File: config.mk
export PLATFORM = sky130hd
export DESIGN_NAME = sd_block_arbiter
export DESIGN_NICKNAME = d
export VERILOG_FILES = /design/src/rtl/sd_block_arbiter.sv
export SDC_FILE = /design/constraint.sdc
export NUM_CORES = 1
export LEC_CHECK = 0
export CAP_MARGIN = 10
export CELL_PAD_IN_SITES_DETAIL_PLACEMENT = 0
export CELL_PAD_IN_SITES_GLOBAL_PLACEMENT = 1
export CORE_ASPECT_RATIO = 0.8
export CORE_MARGIN = 1
export CORE_UTILIZATION = 26
export CTS_BUF_LIST = sky130_fd_sc_hd__clkbuf_2 sky130_fd_sc_hd__clkbuf_4 sky130_fd_sc_hd__clkbuf_8
export DETAILED_ROUTE_END_ITERATION = 16
export PLACE_DENSITY = 0.79
export SETUP_SLACK_MARGIN = 0.02
export SYNTH_ARGS = -nofsm -noshare
export SYNTH_HDL_FRONTEND = slang
export SYNTH_SLANG_ARGS = --single-unit
File: constraint.sdc
create_clock -name clk -period 2.2 [get_ports clk]
set_input_delay 0.44 -clock clk [delete_from_list [all_inputs] [get_ports clk]]
set_output_delay 0.44 -clock clk [all_outputs]
set_load 0.01 [all_outputs]
File: src/rtl/sd_block_arbiter.sv
// ---------------------------------------------------------------------------
// sd_block_arbiter
//
// Shares the single SD block interface of the MiST IO controller between two
// requesters (typically the 1541 track loader as client 0 and a tape/PRG
// image loader as client 1). One block transfer is in flight at a time, the
// grant is round-robin and is held for the whole block. The LBA is latched
// per grant, byte strobes are routed to the owner only, bytes are counted
// and the owner receives a one-cycle done pulse at the end of its block.
//
// Optional build macro: SD_ARB_TIMEOUT_EN
//   When defined, adds parameter TIMEOUT_CYCLES and output err. A watchdog
//   aborts a transfer stalled in ISSUE/XFER, pulsing err together with the
//   owner's done. When undefined the arbiter waits indefinitely.
//
// Ports:
//   clk, reset_n        system clock, synchronous active-low reset
//   cN_lba              block address from client N (N = 0,1)
//   cN_rd, cN_wr        request levels, held until cN_done
//   cN_dout             write data from client N
//   cN_din              read data to client N (always a copy of io_din)
//   cN_din_strobe       read byte valid, asserted for the owner only
//   cN_dout_strobe      write byte consumed, asserted for the owner only
//   cN_done             one-cycle pulse at the end of client N's block
//   io_lba              latched LBA to the IO controller
//   io_rd, io_wr        block request to the IO controller
//   io_ack              IO controller acknowledge, high during the transfer
//   io_din              read byte from the IO controller
//   io_din_strobe       read byte valid
//   io_dout             owner's write data, 0 when idle
//   io_dout_strobe      write byte taken
//   busy                high whenever the arbiter is not idle
//   owner               current or last granted client
//   err                 (SD_ARB_TIMEOUT_EN only) timeout abort pulse
// ---------------------------------------------------------------------------
module sd_block_arbiter #(
  parameter int BLOCK_BYTES = 512,
  parameter int CNT_W       = 10
`ifdef SD_ARB_TIMEOUT_EN
  ,
  parameter int TIMEOUT_CYCLES = 1 << 24
`endif
) (
  input  logic        clk,
  input  logic        reset_n,

  input  logic [31:0] c0_lba,
  input  logic        c0_rd,
  input  logic        c0_wr,
  input  logic [7:0]  c0_dout,
  output logic [7:0]  c0_din,
  output logic        c0_din_strobe,
  output logic        c0_dout_strobe,
  output logic        c0_done,

  input  logic [31:0] c1_lba,
  input  logic        c1_rd,
  input  logic        c1_wr,
  input  logic [7:0]  c1_dout,
  output logic [7:0]  c1_din,
  output logic        c1_din_strobe,
  output logic        c1_dout_strobe,
  output logic        c1_done,

  output logic [31:0] io_lba,
  output logic        io_rd,
  output logic        io_wr,
  input  logic        io_ack,
  input  logic [7:0]  io_din,
  input  logic        io_din_strobe,
  output logic [7:0]  io_dout,
  input  logic        io_dout_strobe,

  output logic        busy,
  output logic        owner
`ifdef SD_ARB_TIMEOUT_EN
  ,
  output logic        err
`endif
);

  typedef enum logic [1:0] {
    ST_IDLE,
    ST_ISSUE,
    ST_XFER,
    ST_DONE
  } state_t;

  localparam logic [CNT_W-1:0] BLOCK_LIM = CNT_W'(BLOCK_BYTES);

  state_t            state_q, state_d;
  logic              owner_q, owner_d;
  logic              op_rd_q, op_rd_d;
  logic [31:0]       lba_q, lba_d;
  logic [CNT_W-1:0]  cnt_q, cnt_d;
  logic              io_rd_q, io_rd_d;
  logic              io_wr_q, io_wr_d;

  logic              req0, req1;
  logic              pick;
  logic              room;
  logic              fwd_rd, fwd_wr, fwd;
  logic              done_pulse;

`ifdef SD_ARB_TIMEOUT_EN
  localparam int             TMO_W    = $clog2(TIMEOUT_CYCLES + 1);
  localparam logic [TMO_W-1:0] TMO_LAST = TMO_W'(TIMEOUT_CYCLES - 1);

  logic [TMO_W-1:0]  tmo_cnt_q, tmo_cnt_d;
  logic              err_q, err_d;
  logic              tmo_hit;
`endif

  assign req0 = c0_rd | c0_wr;
  assign req1 = c1_rd | c1_wr;

  // Strobes are only forwarded while a block is in flight and the block is
  // not yet full; anything else from the IO controller is silently dropped.
  assign room   = (cnt_q < BLOCK_LIM);
  assign fwd_rd = (state_q == ST_XFER) &&  op_rd_q && io_din_strobe  && room;
  assign fwd_wr = (state_q == ST_XFER) && !op_rd_q && io_dout_strobe && room;
  assign fwd    = fwd_rd | fwd_wr;

  // State register and all registered datapath; reset abandons any block in
  // flight without a done pulse and biases the first grant to client 0.
  always_ff @(posedge clk) begin
    if (!reset_n) begin
      state_q   <= ST_IDLE;
      owner_q   <= 1'b1;
      op_rd_q   <= 1'b1;
      lba_q     <= '0;
      cnt_q     <= '0;
      io_rd_q   <= 1'b0;
      io_wr_q   <= 1'b0;
`ifdef SD_ARB_TIMEOUT_EN
      tmo_cnt_q <= '0;
      err_q     <= 1'b0;
`endif
    end else begin
      state_q   <= state_d;
      owner_q   <= owner_d;
      op_rd_q   <= op_rd_d;
      lba_q     <= lba_d;
      cnt_q     <= cnt_d;
      io_rd_q   <= io_rd_d;
      io_wr_q   <= io_wr_d;
`ifdef SD_ARB_TIMEOUT_EN
      tmo_cnt_q <= tmo_cnt_d;
      err_q     <= err_d;
`endif
    end
  end

  // Next-state logic. Grant and LBA/op capture happen only in IDLE, so any
  // request or LBA change while a block is in flight cannot disturb it.
  // io_rd/io_wr are registered in ISSUE, giving two cycles from request to
  // the IO controller seeing the request.
  always_comb begin
    state_d = state_q;
    owner_d = owner_q;
    op_rd_d = op_rd_q;
    lba_d   = lba_q;
    cnt_d   = cnt_q;
    io_rd_d = io_rd_q;
    io_wr_d = io_wr_q;
    pick    = owner_q;

    case (state_q)
      ST_IDLE: begin
        io_rd_d = 1'b0;
        io_wr_d = 1'b0;
        if (req0 || req1) begin
          // Contention goes to the client that did not have the last grant.
          pick    = (req0 && req1) ? !owner_q : req1;
          owner_d = pick;
          lba_d   = pick ? c1_lba : c0_lba;
          // rd wins over wr when a client raises both.
          op_rd_d = pick ? c1_rd : c0_rd;
          state_d = ST_ISSUE;
        end
      end

      ST_ISSUE: begin
        if (io_ack) begin
          io_rd_d = 1'b0;
          io_wr_d = 1'b0;
          cnt_d   = '0;
          state_d = ST_XFER;
        end else begin
          io_rd_d = op_rd_q;
          io_wr_d = !op_rd_q;
        end
      end

      ST_XFER: begin
        if (fwd) begin
          cnt_d = cnt_q + CNT_W'(1);
        end
        if (!io_ack) begin
          state_d = ST_DONE;
        end
      end

      ST_DONE: begin
        state_d = ST_IDLE;
      end

      default: begin
        state_d = ST_IDLE;
        io_rd_d = 1'b0;
        io_wr_d = 1'b0;
      end
    endcase

`ifdef SD_ARB_TIMEOUT_EN
    // Watchdog: only fires if nothing else moved the FSM or forwarded a byte
    // this cycle; the abort drops the IO request and returns straight to IDLE.
    tmo_hit = ((state_q == ST_ISSUE) || (state_q == ST_XFER)) &&
              (state_d == state_q) && !fwd && (tmo_cnt_q == TMO_LAST);
    err_d   = tmo_hit;
    if (tmo_hit) begin
      state_d = ST_IDLE;
      io_rd_d = 1'b0;
      io_wr_d = 1'b0;
    end

    if ((state_d != state_q) || fwd ||
        !((state_q == ST_ISSUE) || (state_q == ST_XFER))) begin
      tmo_cnt_d = '0;
    end else begin
      tmo_cnt_d = tmo_cnt_q + TMO_W'(1);
    end
`endif
  end

`ifdef SD_ARB_TIMEOUT_EN
  // A timeout abort completes the block from the client's point of view.
  assign done_pulse = (state_q == ST_DONE) || err_q;
  assign err        = err_q;
`else
  assign done_pulse = (state_q == ST_DONE);
`endif

  assign c0_din         = io_din;
  assign c1_din         = io_din;
  assign c0_din_strobe  = fwd_rd && !owner_q;
  assign c1_din_strobe  = fwd_rd &&  owner_q;
  assign c0_dout_strobe = fwd_wr && !owner_q;
  assign c1_dout_strobe = fwd_wr &&  owner_q;
  assign c0_done        = done_pulse && !owner_q;
  assign c1_done        = done_pulse &&  owner_q;

  assign io_lba  = lba_q;
  assign io_rd   = io_rd_q;
  assign io_wr   = io_wr_q;
  assign io_dout = (state_q == ST_IDLE) ? 8'h00 : (owner_q ? c1_dout : c0_dout);

  assign busy  = (state_q != ST_IDLE);
  assign owner = owner_q;

endmodule

==> impl_summary.log, run 1 <==
INFO  metric timing_worst_setup_path_type = flip-flop to output pin
INFO  metric n_antenna_cell = 0
INFO  metric synth-warning-count = 0
INFO  metric top_level_ports = 163
INFO  metric worstHoldPathType = flip-flop to flip-flop
INFO  metric finalInstanceArea = 0.00418 sq mm
INFO  metric post-cts-setup-buffers = 0
INFO  metric power.static_leakage = 1.72 nW
INFO  metric clk_path_buf_depth = 2
INFO  metric hold_viol = 0
INFO  metric grt_max_degree = 35
INFO  metric post_synth_most_frequent_cells = 48 x dfxtp_1, 42 x mux2i_1, 40 x a21oi_1, 40 x o21ai_0, 18 x nor2_1
INFO  metric route.vias.total = 2585
INFO  metric grt.total_usage = 14.9%
INFO  metric wl_per_cell = 13.5 microns
INFO  metric seq_area_frac_synth = 37.1%
INFO  metric synth_area_leaders = dfxtp_1 37%, mux2i_1 16%, a21oi_1 7.7%, o21ai_0 7.7%, buf_4 4.9%
INFO  metric crit_path_start_kind = flip-flop
INFO  metric clk_pin_slew = 0.09 ns
INFO  metric setup_slack = 0.179 ns
INFO  metric root_buffer = clkbuf_8
INFO  metric port_buffers = 138
INFO  metric final.period_utilization = 91.9%
INFO  metric vdd_ir_drop_max = 0.000434 V
INFO  metric post-route-util = 43.4%
INFO  metric final.setup.tns = 0 ns
INFO  metric post-synth-top-count-cell = dfxtp_1
INFO  metric clock-sinks = 48
INFO  metric coreArea = 0.00965 sq mm
INFO  metric top_reg_cell_synth = dfxtp_1
INFO  metric drt_iter0_markers = 91
INFO  metric die_area = 0.0104 sq mm
INFO  metric delay_of_the_slowest_critical_path_stage = 0.35 ns
INFO  metric antenna_found_initial = 0
INFO  metric synth-seq-cells = 48
INFO  metric postPlaceCellArea = 0.00406 sq mm
INFO  metric finalClockSkew = 0.00491 ns
INFO  metric synth-edff-count = 0
INFO  metric placement_rows = 32
INFO  metric crit_arrival = 1.58 ns
INFO  metric chipHeight = 91.3 microns
INFO  metric dieWidth = 114 microns
INFO  metric grt_first_pass_wirelength = 12.5 mm
INFO  metric grt_remaining_overflow = 0
INFO  metric critical-path-slowest-cell = dfxtp_2
INFO  metric worstMarginPinSlew = 0.789 ns
INFO  metric tritoncts = done
INFO  metric synth_async_sr_flop_share = 0%
INFO  metric timing.slew.headroom = 47.3%
INFO  metric post-dp-hpwl = 5.54 mm
INFO  metric insertion_delay = 0.29 ns
INFO  metric synthesis.instances = 300
INFO  metric gp_congestion = 0.727
INFO  metric final_period_minus_worst_setup_slack = 2.02 ns
INFO  metric remaining_drc_errors = 0
INFO  metric cts_buffers = 5
INFO  metric drv_cap = 0
INFO  metric power-per-cell-area = 1050 mW/mm^2
INFO  metric num-nets-final = 526
INFO  metric power.total = 0.00438 W
INFO  metric cp.required = 1.76 ns
INFO  metric path_cells = inv_1 > ha_2 > nand3_1 > nor3_1 > dlygate4sd2_1
INFO  metric dpl_worst_slack = -0.298 ns
INFO  metric synth_top_area_share = 37.1%
INFO  metric n_fill_cell = 957
INFO  metric area_delta_synth_final = 61.5%
INFO  metric drive_above_1_share = 7.80%
INFO  metric cts_htree_levels = 2
INFO  metric post_drt_via_cell_ratio = 4.62
INFO  metric cts_hold_repair.buffers = 0
INFO  metric run_status = finished, final reports clean
INFO  metric slew_viol_final = 0
INFO  metric synth.avg_cell_area = 8.63 sq um
INFO  metric drt_wl_total = 7.55 mm
INFO  metric finalSetupViolCount = 0
INFO  metric cp_max_fo = 4
INFO  metric floorplan.initialDensity = 26.8%
INFO  metric rsz0062_at_grt = false
INFO  metric yosys.area.top_type = dfxtp_1
INFO  metric timing.critical_path.to_type = output pin
INFO  metric syn-num-nets = 404
INFO  metric drt.antenna.violating_nets = 0
INFO  metric max_freq = 495 MHz
INFO  metric first_pass_iters = 4
INFO  metric grt_pass1_vias = 2540
INFO  metric cell_area_after_technology_mapping = 0.00259 sq mm
INFO  metric synth.lib_cells_used.distinct = 41
## registers in the layout (all words and copies together), names as in the netlist
| name | flops |
|---|---|
| io_rd | 1 |
| io_wr | 1 |
| cnt_q | 10 |
| state_q | 2 |
| op_rd_q | 1 |
| io_lba | 32 |
| owner | 1 |
## cell usage in the layout (no fill, tap or decap), types with 10 or more instances in the layout
cell	n
o21ai_0	40
dlygate4sd2_1	13
mux2i_1	42
dfxtp_1	46
a21oi_1	40
nand2_1	10
nor2_1	17
buf_4	11
clkdlybuf4s50_1	125
## logic make-up (layout without fill, tap and decap cells)
family,count (synthesis),after routing,synth area share [%]
AO/OA/AOI/OAI,95,95,20.9
flip-flops,48,48,37.1
AND/OR/NAND/NOR,64,65,13.4
multiplexers,42,42,16.2
buffers and inverters,44,166,9.03
adder cells (fa/ha/maj),7,7,3.38
## final timing paths
check	slack (ns)	to	start	cells after the start
worst max-delay path	0.18	c0_din_strobe	state_q[0]	5
worst max register to register	0.36	cnt_q[8]	state_q[0]	8
worst min-delay path	0.49	io_rd	io_rd	2
worst min register to register	0.49	io_rd	io_rd	2
## layer usage
| metal | track usage (%) | wire length [microns] | vias to the layer above |
|---|---|---|---|
| met4 | 2.74 | 23 | 0 |
| li1 | - | - | 1317 |
| met5 | 0 | 0 | - |
| met2 | 24.2 | 3560 | 69 |
| met3 | 4.54 | 511 | 2 |
| met1 | 19.4 | 3450 | 1197 |
## power breakdown
| group | switching [W] | internal, W |
|---|---|---|
| Clock | 0.000299 | 0.000337 |
| Combinational | 0.00126 | 0.00118 |
| Sequential | 0.000154 | 0.00115 |
## final cells by class
cell class | instances | area [sq um] | share of cell area (%)
inverter | 8 | 30.0 | 0.718
clock buffer | 5 | 68.8 | 1.64
timing repair buffer | 150 | 1470 | 35.1
sequential | 48 | 963 | 23.0
clock inverter | 3 | 42.5 | 1.02
multi-input combinational | 209 | 1440 | 34.4
tap | 136 | 170 | 4.07
## repair_timing
action	CTS	global route
pin swaps	1	0
resized for setup	19	2
hold endpoints to repair	0	0
gates cloned	1	0
setup endpoints to repair	14	6
## critical path, delay by kind of cell (launching register included)
| family | cells | cell delay (ns) |
|---|---|---|
| AND/OR/NAND/NOR | 2 | 0.27 |
| buffers and inverters | 2 | 0.44 |
| flip-flops | 1 | 0.35 |
| adder cells (fa/ha/maj) | 1 | 0.24 |
## stage by stage
step / hold WS [ns] / cells
after floorplan: 0.457 / 300
after global placement: 0.472 / 550
after detailed placement: 0.480 / 550
after CTS: 0.493 / 559
after global routing: 0.523 / 559
final: 0.487 / 559
(Power assumes the default switching activity.)
==> inputs of run 2 (changes only) <==
Settings changed: SKIP_CTS_REPAIR_TIMING set to 1.
==> impl_summary.log, run 2 (synthesis results as in run 1) <==
INFO  metric run_status = finished, final reports clean
INFO  metric num-nets-final = 526 (unchanged)
INFO  metric wl_per_cell = 13.0 microns (-3.5%)
INFO  metric grt_first_pass_wirelength = 11.9 mm (-4.5%)
INFO  metric coreArea = 0.00965 sq mm (unchanged)
INFO  metric die_area = 0.0104 sq mm (unchanged)
INFO  metric timing.slew.headroom = 56.2% (+8.9 points)
INFO  metric finalClockSkew = 0.00416 ns (-0.000751 ns)
INFO  metric dieWidth = 114 microns (unchanged)
INFO  metric max_freq = 501 MHz (+1.4%)
INFO  metric r2r-start = state_q[0]
INFO  metric placedCellCount = 550 (unchanged)
INFO  metric finalSetupViolCount = 0 (unchanged)
INFO  metric slew_viol_final = 0 (unchanged)
INFO  metric first_pass_iters = 5 (+1)
INFO  metric final_cell_count_no_fill = 559 (unchanged)
INFO  metric grt_remaining_overflow = 0 (unchanged)
INFO  metric timing_worst_setup_path_type = input port to flip-flop
INFO  metric drt_wl_total = 7.28 mm (-3.5%)
INFO  metric number_of_flip_flops_under_the_largest_register_name = 32 (unchanged)
INFO  metric clock-sinks = 48 (unchanged)
INFO  metric p_sw = 0.00167 W (-2.6%)
INFO  metric drt.antenna.violating_nets = 0 (unchanged)
INFO  metric grt_pass1_vias = 2468 (-2.8%)
INFO  metric final_period_minus_worst_setup_slack = 1.99 ns (-0.0270 ns)
INFO  metric crit_path_start_kind = input port
INFO  metric power.combinational.fraction = 56.0% (+0.3 points)
INFO  metric switching_share = 37.7% (-1.3 points)
INFO  metric crit_arrival = 2.18 ns (+0.60 ns)
INFO  metric clk_pin_slew = 0.09 ns (about the same)
INFO  metric floorplan.initialDensity = 26.8% (unchanged)
INFO  metric remaining_drc_errors = 0 (unchanged)
INFO  metric drt_iter0_markers = 99 (+8.8%)
INFO  metric post_drt_via_cell_ratio = 4.58 (-0.85%)
INFO  metric layout.cells.most_common = clkdlybuf4s50_1
INFO  metric chipHeight = 91.3 microns (unchanged)
INFO  metric cts_htree_levels = 2 (unchanged)
INFO  metric port_buffers = 138 (unchanged)
INFO  metric grt_max_degree = 67 (+91%)
INFO  metric rrSetupSlack = 0.36 ns (about the same)
INFO  metric postPlaceCellArea = 0.00406 sq mm (unchanged)
INFO  metric cp.required = 2.39 ns (+0.63 ns)
INFO  metric timing.hold.ws = 0.487 ns (+0.000467 ns)
INFO  metric seq_power_share = 29.5% (-0.3 points)
INFO  metric clk_path_buf_depth = 2 (unchanged)
INFO  metric root_buffer = clkbuf_8
INFO  metric drv_cap = 0 (unchanged)
INFO  metric n_antenna_cell = 0 (unchanged)
INFO  metric min_delay_worst_endpoint = io_rd
INFO  metric rr_worst_depth = 8 (unchanged)
INFO  metric post-dp-hpwl = 5.54 mm (unchanged)
INFO  metric timing.critical_path.to_type = flip-flop
INFO  metric antenna_found_initial = 0 (unchanged)
INFO  metric hold_viol = 0 (unchanged)
INFO  metric worstHoldPathType = flip-flop to flip-flop
INFO  metric cts_buffers = 5 (unchanged)
INFO  metric cp_max_fo = 56 (+52)
INFO  metric r2r_end = cnt_q[8]
INFO  metric rsz0062_at_grt = false
INFO  metric vdd_ir_drop_max = 0.000665 V (+53%)
INFO  metric power-per-cell-area = 1050 mW/mm^2 (-0.19%)
INFO  metric route.vias.total = 2563 (-0.85%)
INFO  metric area_delta_synth_final = 63.2%
INFO  metric top_level_ports = 163 (unchanged)
INFO  metric power.share.clock = 14.4% (about the same)
INFO  metric grt.total_usage = 14.1% (-0.74 points)
INFO  metric finalInstanceArea = 0.00423 sq mm (+1.0%)
INFO  metric worstMarginPinSlew = 0.651 ns (-0.138 ns)
INFO  metric min-delay-start = io_rd
INFO  metric internal_power = 0.00275 W (+3.0%)
INFO  metric insertion_delay = 0.29 ns (about the same)
INFO  metric post-route-util = 43.8% (+0.44 points)
INFO  metric holdPathStages = 2 (unchanged)
INFO  metric tritoncts = done
INFO  metric final.period_utilization = 90.6% (-1.2 points)
INFO  metric final_cell_mix = 125 x clkdlybuf4s50_1, 46 x dfxtp_1, 42 x mux2i_1, 40 x o21ai_0, 40 x a21oi_1
INFO  metric drive_above_1_share = 7.33% (-0.47 points)
INFO  metric placement_rows = 32 (unchanged)
INFO  metric gp_congestion = 0.727 (unchanged)
INFO  metric power.static_leakage = 1.88 nW (+9.2%)
==> run 2: per-stage QoR <==
stage          total power, W  TNS [ns]  worst slack (ns)
6_report              0.00442         0             0.206
5_1_grt               0.00476         0            0.0552
4_1_cts               0.00443     -1.46            -0.151
3_5_place_dp          0.00377     -9.09            -0.298
3_3_place_gp          0.00374     -5.69            -0.205
2_1_floorplan         0.00262         0             0.429
==> run 2: per-layer routing <==
metal | vias to the layer above | share of wire (%) | GRT usage, %
li1 | 1319 | - | -
met3 | 2 | 7.2 | 4.81
met5 | - | 0 | 0
met4 | 0 | 0.32 | 2.74
met1 | 1172 | 46 | 18.3
met2 | 70 | 47 | 22.6
==> run 2: how the worst max path moves through the flow <==
| stage | startpoint | end | slack [ns] | cells past startpoint |
|---|---|---|---|---|
| final | c1_wr | io_lba[22] | 0.21 | 6 |
| after global routing | c1_wr | io_lba[20] | 0.06 | 6 |
| after CTS | state_q[0] | c0_din_strobe | -0.15 | 5 |
| after detailed placement | c1_wr | io_lba[22] | -0.30 | 5 |
| after global placement | c1_wr | io_lba[9] | -0.21 | 5 |
| after floorplan | state_q[0] | c0_dout_strobe | 0.43 | 5 |
==> run 2: critical path, stage by stage <==
cell and delay (ns):
clkdlybuf4s50_1 0.48, nor4_1 0.63, nor2_4 0.15, buf_12 0.22, o21ai_0 0.19, a21oi_1 0.05
==> run 2: cell type report <==
cell class / count / area (sq um)
Clock buffer: 5 / 68.8
Multi-Input combinational cell: 208 / 1420
Tap cell: 136 / 170
Inverter: 8 / 30.0
Clock inverter: 3 / 42.5
Sequential cell: 48 / 963
Timing Repair Buffer: 151 / 1540
Fill cell: 943 / 5420
==> run 2: power by group through the flow <==
stage	clock network, W	logic [W]	registers [W]
2_1_floorplan	0	0.00120	0.00142
3_3_place_gp	0	0.00243	0.00131
6_report	0.000638	0.00248	0.00130
3_5_place_dp	0	0.00246	0.00131
4_1_cts	0.000660	0.00247	0.00130
5_1_grt	0.000700	0.00271	0.00135
==> inputs of run 3 (changes only) <==
Settings changed: ABC_CLOCK_PERIOD_IN_PS set to 2200.
==> results of run 3 <==
Same layout as run 2: the final DEF is identical, and so are final timing and power.
